**config.mk**
```make
export PLATFORM = sky130hd
export DESIGN_NAME = mem_port_arbiter_flat
export DESIGN_NICKNAME = d
export VERILOG_FILES = /design/src/rtl/mem_port_arbiter_pkg.sv /design/src/rtl/mem_port_arbiter_if.sv /design/src/rtl/mem_port_arbiter_watchdog.sv /design/src/rtl/mem_port_arbiter.sv /design/src/flat_wrapper.sv
export SDC_FILE = /design/constraint.sdc
export NUM_CORES = 1
export LEC_CHECK = 0
export ABC_AREA = 1
export ABC_CLOCK_PERIOD_IN_PS = 3250
export BUFFER_PORTS_ARGS = -buffer_cell sky130_fd_sc_hd__buf_4
export CAP_MARGIN = 20
export CORE_AREA = 2 2 149 151
export DETAILED_ROUTE_END_ITERATION = 12
export DIE_AREA = 0 0 151 153
export SYNTH_ARGS = -nofsm -noshare
export SYNTH_HDL_FRONTEND = slang
export SYNTH_HIERARCHICAL = 1
export SYNTH_SLANG_ARGS = --single-unit
```
**constraint.sdc**
```tcl
create_clock -name clk -period 3.25 [get_ports clk]
set_input_delay 0.65 -clock clk [delete_from_list [all_inputs] [get_ports clk]]
set_output_delay 0.65 -clock clk [all_outputs]
set_load 0.005 [all_outputs]
```
**src/rtl/mem_port_arbiter_pkg.sv**
```systemverilog
// Shared types and defaults for the two-cache memory-port arbiter.
// The request struct uses the default widths and is meant for the cache controllers.
package mem_port_arbiter_pkg;

  localparam int unsigned ARB_ADDR_W      = 16;
  localparam int unsigned ARB_LINE_W      = 64;
  localparam int unsigned ARB_TIMEOUT_CYC = 256;

  typedef enum logic [1:0] {
    IDLE    = 2'd0,
    GRANT_I = 2'd1,
    GRANT_D = 2'd2
  } arb_state_t;

  typedef enum logic {
    OWN_I = 1'b0,
    OWN_D = 1'b1
  } arb_owner_t;

  typedef struct packed {
    logic                  valid;
    logic                  rw;
    logic [ARB_ADDR_W-1:0] addr;
    logic [ARB_LINE_W-1:0] data;
  } arb_req_t;

  // On a tie the side that did not win last time gets the port.
  function automatic arb_owner_t arb_pick(input logic i_valid,
                                          input logic d_valid,
                                          input arb_owner_t rr_last);
    arb_owner_t pick;
    if (i_valid && d_valid) begin
      if (rr_last == OWN_D) pick = OWN_I;
      else                  pick = OWN_D;
    end else if (d_valid) begin
      pick = OWN_D;
    end else begin
      pick = OWN_I;
    end
    return pick;
  endfunction

endpackage

```
**src/rtl/mem_port_arbiter_if.sv**
```systemverilog
// Bundle of the I-cache, D-cache and memory-side signals around the arbiter.
// master = arbiter view, slave = the surrounding caches and memory.
interface mem_port_arbiter_if
  import mem_port_arbiter_pkg::*;
#(
  parameter int unsigned ADDR_W = ARB_ADDR_W,
  parameter int unsigned LINE_W = ARB_LINE_W
);

  logic              i_req_valid;
  logic              i_req_rw;
  logic [ADDR_W-1:0] i_req_addr;
  logic [LINE_W-1:0] i_req_data;
  logic              i_rsp_ready;

  logic              d_req_valid;
  logic              d_req_rw;
  logic [ADDR_W-1:0] d_req_addr;
  logic [LINE_W-1:0] d_req_data;
  logic              d_rsp_ready;

  logic [LINE_W-1:0] rsp_data;
  logic              rsp_err;

  logic              mem_req_valid;
  logic              mem_req_rw;
  logic [ADDR_W-1:0] mem_req_addr;
  logic [LINE_W-1:0] mem_req_data;
  logic              mem_rsp_ready;
  logic [LINE_W-1:0] mem_rsp_data;

  logic              busy;

  modport master (
    input  i_req_valid, i_req_rw, i_req_addr, i_req_data,
    input  d_req_valid, d_req_rw, d_req_addr, d_req_data,
    input  mem_rsp_ready, mem_rsp_data,
    output i_rsp_ready, d_rsp_ready, rsp_data, rsp_err,
    output mem_req_valid, mem_req_rw, mem_req_addr, mem_req_data,
    output busy
  );

  modport slave (
    output i_req_valid, i_req_rw, i_req_addr, i_req_data,
    output d_req_valid, d_req_rw, d_req_addr, d_req_data,
    output mem_rsp_ready, mem_rsp_data,
    input  i_rsp_ready, d_rsp_ready, rsp_data, rsp_err,
    input  mem_req_valid, mem_req_rw, mem_req_addr, mem_req_data,
    input  busy
  );

endinterface

```
**src/rtl/mem_port_arbiter_watchdog.sv**
```systemverilog
// Grant-cycle counter; expire flags the last cycle a grant may wait for memory.
module mem_port_arbiter_watchdog #(
  parameter int unsigned TIMEOUT_CYC = 256
) (
  input  logic clk,
  input  logic rst,
  input  logic clear,
  input  logic enable,
  output logic expire
);

  localparam int unsigned       CNT_W = $clog2(TIMEOUT_CYC);
  localparam logic [CNT_W-1:0]  LAST  = CNT_W'(TIMEOUT_CYC - 1);

  logic [CNT_W-1:0] wd_q;

  always_ff @(posedge clk or posedge rst) begin
    if (rst) begin
      wd_q <= '0;
    end else if (clear) begin
      wd_q <= '0;
    end else if (enable) begin
      wd_q <= wd_q + CNT_W'(1);
    end
  end

  assign expire = (wd_q == LAST);

endmodule

```
**src/rtl/mem_port_arbiter.sv**
```systemverilog
// Round-robin owner of the single memory port shared by the I- and D-cache.
// One transaction at a time; the owner is locked until memory answers or the watchdog fires.
module mem_port_arbiter
  import mem_port_arbiter_pkg::*;
#(
  parameter int unsigned ADDR_W      = ARB_ADDR_W,
  parameter int unsigned LINE_W      = ARB_LINE_W,
  parameter int unsigned TIMEOUT_CYC = ARB_TIMEOUT_CYC
) (
  input  logic              clk,
  input  logic              rst,
  mem_port_arbiter_if.master bus
);

  arb_state_t        state_q, state_d;
  arb_owner_t        rr_last_q;
  arb_owner_t        winner;
  logic              cap_rw_q;
  logic [ADDR_W-1:0] cap_addr_q;
  logic [LINE_W-1:0] cap_data_q;
  logic              in_grant;
  logic              grant_edge;
  logic              wd_expire;

  assign in_grant   = (state_q != IDLE);
  assign grant_edge = (state_q == IDLE) && (state_d != IDLE);
  assign winner     = arb_pick(bus.i_req_valid, bus.d_req_valid, rr_last_q);

  mem_port_arbiter_watchdog #(
    .TIMEOUT_CYC (TIMEOUT_CYC)
  ) u_watchdog (
    .clk    (clk),
    .rst    (rst),
    .clear  (!in_grant),
    .enable (in_grant && !bus.mem_rsp_ready),
    .expire (wd_expire)
  );

  always_ff @(posedge clk or posedge rst) begin
    if (rst) begin
      state_q <= IDLE;
    end else begin
      state_q <= state_d;
    end
  end

  // The winner's request is frozen here so later requester changes cannot leak to memory.
  always_ff @(posedge clk or posedge rst) begin
    if (rst) begin
      rr_last_q  <= OWN_D;
      cap_rw_q   <= 1'b0;
      cap_addr_q <= '0;
      cap_data_q <= '0;
    end else if (grant_edge) begin
      rr_last_q <= winner;
      if (winner == OWN_I) begin
        cap_rw_q   <= bus.i_req_rw;
        cap_addr_q <= bus.i_req_addr;
        cap_data_q <= bus.i_req_data;
      end else begin
        cap_rw_q   <= bus.d_req_rw;
        cap_addr_q <= bus.d_req_addr;
        cap_data_q <= bus.d_req_data;
      end
    end
  end

  // A real memory response beats a watchdog expiry in the same cycle.
  always_comb begin
    state_d           = state_q;
    bus.i_rsp_ready   = 1'b0;
    bus.d_rsp_ready   = 1'b0;
    bus.rsp_data      = '0;
    bus.rsp_err       = 1'b0;
    bus.mem_req_valid = 1'b0;
    bus.mem_req_rw    = 1'b0;
    bus.mem_req_addr  = '0;
    bus.mem_req_data  = '0;
    bus.busy          = in_grant;
    unique case (state_q)
      IDLE: begin
        if (bus.i_req_valid || bus.d_req_valid) begin
          state_d = (winner == OWN_I) ? GRANT_I : GRANT_D;
        end
      end
      GRANT_I, GRANT_D: begin
        bus.mem_req_valid = 1'b1;
        bus.mem_req_rw    = cap_rw_q;
        bus.mem_req_addr  = cap_addr_q;
        bus.mem_req_data  = cap_data_q;
        if (bus.mem_rsp_ready || wd_expire) begin
          state_d = IDLE;
          if (state_q == GRANT_I) bus.i_rsp_ready = 1'b1;
          else                    bus.d_rsp_ready = 1'b1;
          if (bus.mem_rsp_ready) bus.rsp_data = bus.mem_rsp_data;
          else                   bus.rsp_err  = 1'b1;
        end
      end
      default: begin
        state_d = IDLE;
      end
    endcase
  end

endmodule

```
**src/flat_wrapper.sv**
```systemverilog
// flat-port wrapper written by rule: the top's interface ports become plain ports
module mem_port_arbiter_flat import mem_port_arbiter_pkg::*;
#(
  parameter int unsigned ADDR_W      = ARB_ADDR_W,
  parameter int unsigned LINE_W      = ARB_LINE_W,
  parameter int unsigned TIMEOUT_CYC = ARB_TIMEOUT_CYC
)
  (clk, rst, bus_i_req_valid, bus_i_req_rw, bus_i_req_addr, bus_i_req_data, bus_d_req_valid, bus_d_req_rw, bus_d_req_addr, bus_d_req_data, bus_mem_rsp_ready, bus_mem_rsp_data, bus_i_rsp_ready, bus_d_rsp_ready, bus_rsp_data, bus_rsp_err, bus_mem_req_valid, bus_mem_req_rw, bus_mem_req_addr, bus_mem_req_data, bus_busy);
  mem_port_arbiter_if #(.ADDR_W(ADDR_W), .LINE_W(LINE_W)) bus_i ();
  input  logic clk;
  input  logic rst;
  input wire logic [$bits(bus_i.i_req_valid)-1:0] bus_i_req_valid;
  input wire logic [$bits(bus_i.i_req_rw)-1:0] bus_i_req_rw;
  input wire logic [$bits(bus_i.i_req_addr)-1:0] bus_i_req_addr;
  input wire logic [$bits(bus_i.i_req_data)-1:0] bus_i_req_data;
  input wire logic [$bits(bus_i.d_req_valid)-1:0] bus_d_req_valid;
  input wire logic [$bits(bus_i.d_req_rw)-1:0] bus_d_req_rw;
  input wire logic [$bits(bus_i.d_req_addr)-1:0] bus_d_req_addr;
  input wire logic [$bits(bus_i.d_req_data)-1:0] bus_d_req_data;
  input wire logic [$bits(bus_i.mem_rsp_ready)-1:0] bus_mem_rsp_ready;
  input wire logic [$bits(bus_i.mem_rsp_data)-1:0] bus_mem_rsp_data;
  output wire logic [$bits(bus_i.i_rsp_ready)-1:0] bus_i_rsp_ready;
  output wire logic [$bits(bus_i.d_rsp_ready)-1:0] bus_d_rsp_ready;
  output wire logic [$bits(bus_i.rsp_data)-1:0] bus_rsp_data;
  output wire logic [$bits(bus_i.rsp_err)-1:0] bus_rsp_err;
  output wire logic [$bits(bus_i.mem_req_valid)-1:0] bus_mem_req_valid;
  output wire logic [$bits(bus_i.mem_req_rw)-1:0] bus_mem_req_rw;
  output wire logic [$bits(bus_i.mem_req_addr)-1:0] bus_mem_req_addr;
  output wire logic [$bits(bus_i.mem_req_data)-1:0] bus_mem_req_data;
  output wire logic [$bits(bus_i.busy)-1:0] bus_busy;
  assign bus_i.i_req_valid = bus_i_req_valid;
  assign bus_i.i_req_rw = bus_i_req_rw;
  assign bus_i.i_req_addr = bus_i_req_addr;
  assign bus_i.i_req_data = bus_i_req_data;
  assign bus_i.d_req_valid = bus_d_req_valid;
  assign bus_i.d_req_rw = bus_d_req_rw;
  assign bus_i.d_req_addr = bus_d_req_addr;
  assign bus_i.d_req_data = bus_d_req_data;
  assign bus_i.mem_rsp_ready = bus_mem_rsp_ready;
  assign bus_i.mem_rsp_data = bus_mem_rsp_data;
  assign bus_i_rsp_ready = bus_i.i_rsp_ready;
  assign bus_d_rsp_ready = bus_i.d_rsp_ready;
  assign bus_rsp_data = bus_i.rsp_data;
  assign bus_rsp_err = bus_i.rsp_err;
  assign bus_mem_req_valid = bus_i.mem_req_valid;
  assign bus_mem_req_rw = bus_i.mem_req_rw;
  assign bus_mem_req_addr = bus_i.mem_req_addr;
  assign bus_mem_req_data = bus_i.mem_req_data;
  assign bus_busy = bus_i.busy;
  mem_port_arbiter #(.ADDR_W(ADDR_W), .LINE_W(LINE_W), .TIMEOUT_CYC(TIMEOUT_CYC)) u_core (.clk(clk), .rst(rst), .bus(bus_i));
endmodule
```
# Word level (Yosys, flattened, before mapping)
# Cells that the tools add are included.
# word_totals
regBits,92
elab_cells,49
# op_classes
addsub,1
n_eq_ne,4
muxes,28
n_reduce_logical,10
# ops
op,count
two-way mux 64 bit,5
two-way mux 16 bit,2
two-way mux 8 bit,2
two-way mux 1 bit,15
"adder 8 x 1 -> 8 bit, second input constant",1
"== test 8 bit, second input constant",1
two-way mux 2 bit,3
one-hot mux 2 bit (2 select lines),1
nonzero test 2 bit,2
logical AND 1 bit,3
"== test 2 x 1 -> 1 bit, second input constant",1
"== test 2 bit, second input constant",1
logical NOT 2 bit,1
logical OR 1 bit,2
"!= test 2 bit, second input constant",1
OR reduction 2 bit,1
logical NOT 1 bit,1

# Logic depth before layout (Yosys ltp)
# Gate-level depths: netlist of run 1.
# logic_depth
word_depth,7
depth_mapped,12
depth_no_buf,11

# By module
# Netlist of run 1, hierarchy kept.
# modules_own_cells
mod,instances,cells_per_inst,area_each_um2,seq_area_each_um2
mem_port_arbiter,1,955,6249.7,2103.3
mem_port_arbiter_watchdog,1,52,430.4,200.2

# Worst setup path before layout of run 1
# OpenSTA, ideal clock, no wires.
# synth_timing
path_type,register to output
start,register u_core.state_q[0]
end,output bus_rsp_data[23]
t_arrival_ns,1.515
slack_ns,1.085
path_stages_with_launch,7
path_buffers,2
cell_sequence,dfrtp_1 inv_1 ha_1 nand2_1 clkbuf_1 clkbuf_1 nor2_1
# synth_via
elab_chain_len,3
word_cells_on_any_way,4
cone_classes,2 x eq/ne; 1 x mux; 1 x reduce/logical
# synth_lines
element,line,source
"start, declared",mem_port_arbiter.sv:15,"arb_state_t state_q, state_d;"
"start signal, assigned",mem_port_arbiter.sv:43,state_q <= state_d;
== test 2 bit / == test 2 x 1 -> 1 bit (equally long branches),mem_port_arbiter.sv:80,unique case (state_q)
OR reduction 2 bit *,mem_port_arbiter.sv:80,
two-way mux 64 bit *,mem_port_arbiter.sv:80,
"end, declared",flat_wrapper.sv:24,output wire logic [$bits(bus_i.rsp_data)-1:0] bus_rsp_data;
# Every way passes the cells marked *; elsewhere a longest branch is shown, timed or not.

# Worst setup path after layout of run 1
# layout_timing
start,register u_core.state_q[0]
end,output bus_mem_req_data[10]
# layout_via
elab_chain_len,3
word_cells_on_any_way,4
cone_classes,2 x eq/ne; 1 x mux; 1 x reduce/logical
# layout_lines
element,line,source
== test 2 bit / == test 2 x 1 -> 1 bit (equally long branches),mem_port_arbiter.sv:80,
OR reduction 2 bit *,mem_port_arbiter.sv:80,
two-way mux 64 bit *,mem_port_arbiter.sv:80,
"end, declared",flat_wrapper.sv:29,output wire logic [$bits(bus_i.mem_req_data)-1:0] bus_mem_req_data;
# Marks and branches as above.

==> results of run 1 <==
==> sequential cells by signal, indices dropped and copies added, names as in the netlist <==
name                    cells
u_core/cap_addr_q          16
u_core/cap_data_q          64
u_core/cap_rw_q             1
u_core/rr_last_q            1
u_core/state_q              2
u_core/u_watchdog/wd_q      8
==> path summary, 6_finish.rpt <==
| kind | startpoint | slack [ps] | endpoint | cells after the start |
|---|---|---|---|---|
| setup / recovery | u_core/state_q[0] | 270 | bus_mem_req_data[10] | 6 |
| hold / removal | rst | 270 | u_core/u_watchdog/wd_q[0] | 2 |
| setup reg to reg | u_core/state_q[0] | 400 | u_core/cap_data_q[0] | 10 |
| hold reg to reg | u_core/cap_data_q[34] | 470 | u_core/cap_data_q[34] | 2 |
| max in group asynchronous | rst | 2070 | u_core/cap_data_q[13] | 3 |
| min in group clk | u_core/cap_data_q[34] | 470 | u_core/cap_data_q[34] | 2 |
==> cell families (layout without fill, tap and decap cells) <==
group,after synthesis,in the layout,share of synthesized area
AO/OA/AOI/OAI,13,13,0.0120
XOR/XNOR,1,1,0.00131
adder cells (fa/ha/maj),4,4,0.00749
buffers and inverters,222,572,0.171
flip-flops,92,92,0.345
AND/OR/NAND/NOR,675,675,0.464
==> critical path: stages (launching register included) <==
cell     delay [ps]
dfrtp_1         400
inv_1           110
ha_4            400
buf_4           630
nand2_1         200
inv_1           110
buf_4           120
==> metal layers <==
layer	vias to the layer above	global-route usage
met2	196	0.308
met4	0	0.0449
li1	3619	-
met5	-	0
met3	17	0.0487
met1	3069	0.238
==> placed cells by master, fill, tap and decap left out, drive strengths merged <==
| cell type | Yosys | layout |
|---|---|---|
| o21ai | 3 | 3 |
| nor2 | 76 | 76 |
| dfrtp | 91 | 91 |
| a31oi | 2 | 2 |
| a21oi | 6 | 6 |
| nand3 | 89 | 89 |
| bufinv | 0 | 1 |
| nand2 | 507 | 507 |
| clkinv | 0 | 2 |
| dfstp | 1 | 1 |
| ha | 4 | 4 |
| nand3b | 1 | 1 |
| xnor2 | 1 | 1 |
| clkbuf | 32 | 13 |
| a21boi | 1 | 1 |
| a211oi | 1 | 1 |
| nor4 | 1 | 1 |
| nand4 | 1 | 1 |
| inv | 163 | 163 |
| buf | 27 | 393 |
==> per-stage QoR <==
step	utilization	total power [uW]	worst slack, ps
after floorplan	-	5480	437
after global placement	0.442	6970	377
after detailed placement	0.442	7040	339
after CTS	0.457	8190	230
after global routing	0.457	8790	115
final	0.457	8040	266
==> cell usage after synthesis, types with 4 or more instances <==
cell / number / area (um^2)
nand2_1: 504 / 1890
inv_1: 160 / 601
dfrtp_1: 91 / 2280
nand3_2: 81 / 811
nor2_1: 72 / 270
clkbuf_1: 24 / 90.1
buf_12: 9 / 180
buf_6: 9 / 101
buf_2: 8 / 40.0
clkbuf_8: 8 / 110
nand3_1: 8 / 40.0
a21oi_1: 5 / 25.0
ha_1: 4 / 50.1
==> cell type report <==
cell class | count | area share
Multi-Input combinational cell | 693 | 0.332
Timing Repair Buffer | 393 | 0.303
Sequential cell | 92 | 0.235
Inverter | 163 | 0.0626
Tap cell | 280 | 0.0357
Clock buffer | 13 | 0.0275
Clock inverter | 3 | 0.00446
==> power groups by stage <==
| stage | registers [uW] | logic [uW] | clock network [uW] |
|---|---|---|---|
| 2_1_floorplan | 1880 | 3600 | 0 |
| 6_report | 1940 | 5000 | 1100 |
| 3_3_place_gp | 1940 | 5030 | 0 |
| 4_1_cts | 1940 | 5110 | 1140 |
| 5_1_grt | 2010 | 5600 | 1180 |
| 3_5_place_dp | 1950 | 5090 | 0 |
==> results by group, run 1 <==
Run status
  – Status: finished clean

Clock network
  – CTS root buf: clkbuf_16
  – Clk sinks: 92
  – H-tree depth: 3
  – Post-cts resize count: 0
  – Reg clk slew, reported paths: 60 ps
  – Post-CTS Setup Inserts: 0
  – Cts bufs inserted: 9
  – CTS tree: built
  – Cts hold-fix bufs: 0
  – Clock Latency Late Sink: 350 ps
  – Clock tree buffer depth: 2

Layout
  – Ant diodes: 0
  – Layout cells sized above 1: 0.372
  – Register Area: 2300 um^2
  – Nets: 1587
  – Area Overhead vs Synth: 46.9%
  – Finished Layout Cells: 1637
  – Area of the multi-input gates: 3260 um^2
  – Final instance area: 9820 um^2
  – Fillers: 2254

Power
  – Max VDD drop: 0.772 mV
  – Combinational Power Share: 0.622
  – Sw Ratio: 0.464
  – Flop pwr share: 0.241
  – P_leak: 0.00630 uW
  – Power Internal: 4310 uW
  – Sw power: 3730 uW
  – Cell Pwr Density: 819 nW/um^2
  – Clock Power Share: 0.137

Yosys
  – Synth unique cells: 30
  – Syn_area_per_cell: 6.63 um^2
  – Mapped Area: 6680 um^2
  – FF+latch count, synth: 92
  – Mapped Cells: 1007
  – YS warnings: 6
  – EDFF count, synth: 0
  – Synth Flop Type: dfrtp_1
  – Asr flop ratio synth: 1.00
  – Post-Syn Nets: 1242
  – Sequential share of the synthesized area: 0.345

Routing
  – DR DRC count: 0
  – Highest metal used: met4
  – Vias: 6901
  – Initial DRT Pass Iterations: 6
  – Via density: 4.22
  – DRT antenna net count: 0
  – Met3 wire length: 1560 um
  – Initial DRC count: 269
  – DRT Wirelength: 21800 um
  – Metal2 WL: 10100 um
  – Met1 Routed Length: 9840 um
  – DR WL/cell: 13.3 um

Timing
  – Clock skew: 6.92 ps
  – Minimum clock period: 2980 ps
  – RSZ-0062 raised after global routing: no
  – Worst slew margin: 0.355
  – Final period utilization: 0.918
  – Setup violators final: 0
  – Max Clk Rate: 0.335 GHz
  – Worst hold slack: 271 ps
  – Hold Vio Cnt, Final: 0
  – Post-route setup TNS: 0 ps
  – Final Max Tran Viols: 0
  – Least-Margin Pin Slew: 967 ps

Place
  – Placed insts: 1621
  – IO Port Bufs: 380
  – Post-Place Cell Area: 9500 um^2
  – Post-DP HPWL: 16100 um
  – GPL Wtd Cong: 0.890

Critical path
  – Worst-path fanout max: 69
  – Startpoint types: flop
  – Critical path class: flop to output pin
  – Worst Path Arrival: 2330 ps
  – Worst Path Required: 2600 ps
  – Crit end category: output pin

Floorplanning
  – Row cnt: 54
  – Core Area: 21500 um^2
  – Io pins: 381
  – Die Y-Extent: 153 um
  – Chip width: 151 um
  – Die area: 23100 um^2
  – Initial Util: 0.311

Run
  – Max cap viols: 0

Global route
  – GRT Residual Overflow: 0
  – Vias in the first global route: 6724
  – Initial antenna violation count: 0
  – Gr usage total: 0.185
  – First-pass GRT wire length: 34000 um
  – Largest net degree at the start of global routing: 83

Worst hold path
  – HP Class: primary input to async pin
Note: power is estimated with default switching activity, not from simulation.
==> inputs of run 2 (changes only) <==
CELL_PAD_IN_SITES_DETAIL_PLACEMENT = 0   (was unset)
CELL_PAD_IN_SITES_GLOBAL_PLACEMENT = 1   (was unset)
CORE_AREA = unset   (was 2 2 149 151)
CORE_MARGIN = 2   (was unset)
CORE_UTILIZATION = 30   (was unset)
DIE_AREA = unset   (was 0 0 151 153)
PLACE_DENSITY_LB_ADDON = 0.1   (was unset)
==> run 2 against run 1 <==
Net effect:
- hold slack improved by 15 ps
- cell area rose by 0.23%
- clock-buffer cell count down 1
- setup slack better by 300 ps
- power grew 0.94%
- via count up 0.19%
- global-route usage increased by 0.84 points
- utilization decreased by 0.60 points
- first-iteration DRC count rose by 8.9%
- clock skew shrank 0.73 ps
- critical path type unchanged
==> results by group, run 2 (synthesized netlist as in run 1, its figures left out) <==
Timing
  – Least-Margin Pin Slew: 665 ps (-302 ps)
  – Max Clk Rate: 0.373 GHz (+11%)
  – Hold Vio Cnt, Final: 0 (unchanged)
  – Post-route setup TNS: 0 ps (unchanged)
  – Minimum clock period: 2680 ps (-301 ps)
  – RSZ-0062 raised after global routing: no
  – Worst slew margin: 0.556 (+0.201)
  – Final period utilization: 0.826 (-0.0927)
  – Clock skew: 6.19 ps (-0.728 ps)
  – Final Max Tran Viols: 0 (unchanged)
  – Setup violators final: 0 (unchanged)

Floorplanning
  – Core Area: 21800 um^2 (+1.6%)
  – Initial Util: 0.306 (-0.00481)
  – Io pins: 381 (unchanged)
  – Die area: 23500 um^2 (+1.6%)
  – Chip width: 153 um (+1.5%)
  – Die Y-Extent: 153 um (+0.14%)
  – Row cnt: 54 (unchanged)

Routing
  – Initial DRT Pass Iterations: 6 (unchanged)
  – DRT antenna net count: 0 (unchanged)
  – DRT Wirelength: 22800 um (+4.7%)
  – DR DRC count: 0 (unchanged)
  – Vias: 6914 (+0.19%)
  – Initial DRC count: 293 (+8.9%)
  – DR WL/cell: 14.0 um (+4.8%)
  – Via density: 4.23 (+0.25%)

Clock network
  – Clock Latency Late Sink: 340 ps (about the same)
  – Reg clk slew, reported paths: 70 ps (about the same)
  – Cts hold-fix bufs: 0 (unchanged)
  – Post-CTS Setup Inserts: 0 (unchanged)
  – Clk sinks: 92 (unchanged)
  – Post-cts resize count: 0 (unchanged)
  – Clock tree buffer depth: 2 (unchanged)
  – CTS tree: built
  – Cts bufs inserted: 9 (unchanged)
  – CTS root buf: clkbuf_16
  – H-tree depth: 3 (unchanged)

Critical path
  – Buffers & Inverters on Critical Path: 3 (-1)
  – CP peak stage delay: 420 ps (-210 ps)
  – Startpoint types: flop
  – Worst Path Arrival: 2030 ps (-300 ps)
  – CP Depth: 6 (unchanged)
  – Register-to-Register Path Depth: 11 (+1)
  – Setup crit start: u_core/state_q[0]
  – R2r endpoint: u_core/cap_data_q[32]
  – CP Cell Sequence: inv_1 > ha_4 > nand2_2 > buf_12 > a21boi_0 > buf_4
  – Worst-path fanout max: 42 (-39%)
  – Critical path class: flop to output pin
  – Worst setup path end: bus_i_rsp_ready
  – Worst path slowest cell: dfrtp_1
  – Crit end category: output pin
  – Worst Path Required: 2600 ps (about the same)
  – R2r setup slk: 820 ps (+420 ps)
  – CP top delay family: buffers and inverters
  – Reg2reg start: u_core/state_q[0]

Power
  – Max VDD drop: 0.853 mV (+10%)
  – Cell Pwr Density: 825 nW/um^2 (+0.71%)
  – P_leak: 0.00630 uW (about the same)
  – Tot Pwr: 8110 uW (+0.94%)

Run status
  – Status: finished clean

Layout
  – Area Overhead vs Synth: 47.3%
  – Commonest non-fill, non-tap cells in the layout: nand2_1, buf_4, inv_1
  – Largest Register: u_core/cap_data_q
  – Area of the multi-input gates: 3260 um^2 (unchanged)
  – Largest regs: u_core/cap_data_q: 64 flops, u_core/cap_addr_q: 16 flops, u_core/u_watchdog/wd_q: 8 flops
  – Commonest non-fill, non-tap cell in the layout: nand2_1
  – Register Area: 2300 um^2 (unchanged)
  – Ant diodes: 0 (unchanged)
  – Nets: 1586 (-0.063%)
  – Layout cells sized above 1: 0.371 (-0.00120)
  – Number of flip-flops in the largest register: 64 (unchanged)
  – Fillers: 2371 (+5.2%)

Global route
  – Gr usage total: 0.193 (+0.00835)
  – First-pass GRT wire length: 36700 um (+7.9%)
  – GRT Residual Overflow: 0 (unchanged)
  – Initial antenna violation count: 0 (unchanged)
  – Vias in the first global route: 6822 (+1.5%)
  – Largest net degree at the start of global routing: 83 (unchanged)

Place
  – Post-DP HPWL: 16700 um (+3.7%)
  – GPL Wtd Cong: 0.765 (-14%)
  – IO Port Bufs: 380 (unchanged)

Run
  – Max cap viols: 0 (unchanged)

Worst hold path
  – HP Class: primary input to async pin
-- run 2: cell type report --
| type | count | area share |
|---|---|---|
| Clock buffer | 12 | 0.0251 |
| Clock inverter | 4 | 0.00738 |
| Sequential cell | 92 | 0.234 |
| Multi-Input combinational cell | 693 | 0.331 |
| Inverter | 163 | 0.0624 |
| Tap cell | 280 | 0.0356 |
| Timing Repair Buffer | 392 | 0.304 |
-- run 2: through the flow --
| step | instances | hold WS (ps) | instance area [um^2] | worst slack [ps] | utilization |
|---|---|---|---|---|---|
| 2_1_floorplan | 1007 | 442 | 6680 | 437 | - |
| 3_3_place_gp | 1620 | 453 | 9520 | 803 | 0.436 |
| 3_5_place_dp | 1620 | 458 | 9520 | 776 | 0.436 |
| 4_1_cts | 1636 | 285 | 9840 | 511 | 0.451 |
| 5_1_grt | 1636 | 302 | 9840 | 387 | 0.451 |
| 6_report | 1636 | 286 | 9840 | 567 | 0.451 |
-- run 2: report_power, final --
part           internal, uW  total (uW)  switching, uW
clock network           695        1150            454
registers              1670        1930            257
logic                  1990        5040           3050
total                  4360        8110           3760
-- run 2: how the worst min path moves through the flow --
stage                     startpoint                        end  slack [ps]  cells after the start
3_5_place_dp    u_core/cap_data_q[5]       u_core/cap_data_q[5]         460                      2
2_1_floorplan   u_core/cap_addr_q[0]       u_core/cap_addr_q[0]         440                      2
6_report                         rst  u_core/u_watchdog/wd_q[6]         290                      2
3_3_place_gp   u_core/cap_data_q[54]      u_core/cap_data_q[54]         450                      2
5_1_grt                          rst  u_core/u_watchdog/wd_q[7]         300                      2
4_1_cts                          rst  u_core/u_watchdog/wd_q[5]         290                      2
-- run 2: routing by layer --
metal | vias to the layer above | global-route usage | wire (um)
li1 | 3614 | - | -
met1 | 3092 | 0.258 | 10500
met2 | 191 | 0.317 | 10600
met3 | 17 | 0.0522 | 1540
met4 | 0 | 0.0357 | 221
met5 | - | 0 | 0
==> inputs of run 3 (changes only) <==
ABC_CLOCK_PERIOD_IN_PS = 2400   (was 3250)
CORE_UTILIZATION = 27   (was 30)
clock period = 2.4 ns   (was 3.25 ns; I/O delays follow)
==> run 3 against run 2 <==
Net effect:
- sequential power rose by 35%
- sequential share of layout area fell by 0.37 points
- first-iteration DRC count fell by 4.1%
- utilization fell by 4.0 points
- largest cell class unchanged
- via count fell by 0.93%
- register-to-register slack got worse by 580 ps
- power rose by 39%
- largest power group unchanged
- clock-buffer cell count rose by 1
- cell area rose by 1.6%
- global-route usage fell by 1.7 points
- non-clock buffer count rose by 8
- combinational power rose by 43%
==> results by group, run 3 (synthesized netlist as in run 1, its figures left out) <==
Run status
  – Status: finished clean

Global route
  – First-pass GRT wire length: 36600 um (-0.34%)
  – Vias in the first global route: 6822 (unchanged)
  – Gr usage total: 0.176 (-0.0174)
  – Initial antenna violation count: 0 (unchanged)
  – GRT Residual Overflow: 0 (unchanged)
  – Largest net degree at the start of global routing: 81 (-2.4%)

Power
  – Power Internal: 6090 uW (+40%)
  – Combinational Power Share: 0.642 (+0.021)
  – P_leak: 0.00635 uW (+0.77%)
  – Clock Power Share: 0.126 (-0.016)
  – Cell Pwr Density: 1130 nW/um^2 (+36%)
  – Sw Ratio: 0.458 (-0.00469)
  – Flop pwr share: 0.232 (-0.005)
  – Sw power: 5160 uW (+37%)
  – Max VDD drop: 0.969 mV (+14%)

Timing
  – Hold Vio Cnt, Final: 0 (unchanged)
  – Max Clk Rate: 0.442 GHz
  – Post-route setup TNS: 0 ps (unchanged)
  – Setup WS post-layout: 136 ps (-431 ps)
  – Minimum clock period: 2260 ps
  – Least-Margin Pin Slew: 719 ps (+53.5 ps)
  – Final Max Tran Viols: 0 (unchanged)
  – Final period utilization: 0.943
  – Clock skew: 7.76 ps (+1.57 ps)
  – Worst slew margin: 0.521 (-0.0357)
  – Setup violators final: 0 (unchanged)
  – RSZ-0062 raised after global routing: no

Clock network
  – Clock Latency Late Sink: 340 ps (about the same)
  – CTS tree: built
  – Clock tree buffer depth: 2 (unchanged)
  – Cts hold-fix bufs: 0 (unchanged)
  – Clk sinks: 92 (unchanged)
  – CTS root buf: clkbuf_16
  – Cts bufs inserted: 9 (unchanged)
  – H-tree depth: 3 (unchanged)
  – Reg clk slew, reported paths: 60 ps (about the same)

Layout
  – Nets: 1594 (+0.50%)
  – Largest regs: u_core/cap_data_q: 64 flops, u_core/cap_addr_q: 16 flops, u_core/u_watchdog/wd_q: 8 flops
  – Area Overhead vs Synth: 49.6%
  – Largest Register: u_core/cap_data_q
  – Number of flip-flops in the largest register: 64 (unchanged)
  – Finished Layout Cells: 1688 (+3.2%)
  – Final instance area: 9990 um^2 (+1.6%)
  – Final Util: 0.411 (-0.0398)
  – Layout cells sized above 1: 0.375 (+0.00369)
  – Fillers: 2679 (+13%)
  – Commonest non-fill, non-tap cells in the layout: nand2_1, buf_4, inv_1
  – Commonest non-fill, non-tap cell in the layout: nand2_1
  – Ant diodes: 0 (unchanged)

Critical path
  – Crit end category: output pin
  – Worst Path Required: 1920 ps (-680 ps)
  – Startpoint types: flop
  – Buffers & Inverters on Critical Path: 3 (unchanged)
  – Critical path class: flop to output pin
  – Worst-path fanout max: 66 (+57%)
  – Worst path slowest cell: dfrtp_1
  – CP peak stage delay: 400 ps (-20 ps)
  – CP Cell Sequence: inv_1 > ha_4 > nand2_2 > buf_12 > a21boi_0 > buf_4
  – Worst Path Arrival: 1780 ps (-250 ps)
  – CP top delay family: buffers and inverters

Run
  – Max cap viols: 0 (unchanged)

Floorplanning
  – Core Area: 24300 um^2 (+11%)
  – Die area: 26000 um^2 (+11%)
  – Chip width: 161 um (+5.3%)
  – Row cnt: 57 (+5.6%)
  – Die Y-Extent: 161 um (+5.3%)
  – Io pins: 381 (unchanged)
  – Initial Util: 0.275 (-0.0314)

Place
  – Placed insts: 1669 (+3.0%)
  – IO Port Bufs: 380 (unchanged)
  – Post-Place Worst Slack: 261 ps (-515 ps)
  – Post-Place Cell Area: 9660 um^2 (+1.5%)
  – GPL Wtd Cong: 0.781 (+2.1%)
  – Post-DP HPWL: 16900 um (+1.3%)

Routing
  – Initial DRC count: 281 (-4.1%)
  – DR DRC count: 0 (unchanged)
  – DRT antenna net count: 0 (unchanged)
  – Via density: 4.06 (-4.0%)
  – Initial DRT Pass Iterations: 4 (-2)
  – Vias: 6850 (-0.93%)
  – DR WL/cell: 13.5 um (-3.2%)
  – DRT Wirelength: 22800 um (-0.17%)

Worst hold path
  – HP Class: primary input to async pin
==> run 3: cell types whose count changed in the layout (fill, tap and decap cells not counted), sizes merged <==
| cell | change |
|---|---|
| buf | +8 |
| inv | -1 |
| clkinv | +1 |
| bufinv | -1 |
| clkbuf | +1 |
==> run 3: path summary, 6_finish.rpt <==
path                                       start                        end  slack, ps  depth (start not counted)
max                            u_core/state_q[1]            bus_i_rsp_ready        140                          6
min                                          rst  u_core/u_watchdog/wd_q[2]        120                          2
max reg2reg                    u_core/state_q[0]      u_core/cap_data_q[21]        240                         11
min reg2reg                u_core/cap_data_q[53]      u_core/cap_data_q[53]        470                          2
max in group asynchronous                    rst      u_core/cap_data_q[47]       1530                          3
min in group clk               bus_i_req_addr[5]       u_core/cap_addr_q[5]        470                          5
==> run 3: final cells by class <==
| class | instances | area [um^2] | share of cell area |
|---|---|---|---|
| sequential | 92 | 2300 | 0.230 |
| inverter | 163 | 616 | 0.0616 |
| clock buffer | 13 | 250 | 0.0250 |
| tap | 324 | 405 | 0.0406 |
| clock inverter | 3 | 40.0 | 0.00401 |
| multi-input combinational | 693 | 3260 | 0.327 |
| timing repair buffer | 400 | 3120 | 0.312 |
==> run 3: per-stage QoR <==
step,hold WS (ps),total power [uW]
floorplan,296,7430
global placement,453,9910
detailed placement,458,9920
CTS,113,11400
global route,131,12400
finish,122,11300
==> run 3: routing by layer <==
layer  wire (um)  part of all wire  global-route usage  up-vias
met5           0                 0                   0        -
met4         217            0.0095              0.0373        0
met3        1620             0.071              0.0480       16
met2       10500              0.46               0.292      204
met1       10400              0.46               0.229     3002
li1            -                 -                   -     3628
==> run 3: power groups by stage <==
stage | logic, uW | registers [uW] | clock network (uW)
finish | 7230 | 2610 | 1410
global route | 8160 | 2700 | 1540
CTS | 7300 | 2610 | 1490
detailed placement | 7290 | 2630 | 0
global placement | 7280 | 2620 | 0
floorplan | 4880 | 2550 | 0
==> run 3: timing repair <==
action | 4_1_cts | 5_1_grt
endpoints found under the hold margin | 0 | 0
endpoints found under the setup margin | 0 | 4
resized for setup | 0 | 1
buffers inserted | 0 | 3
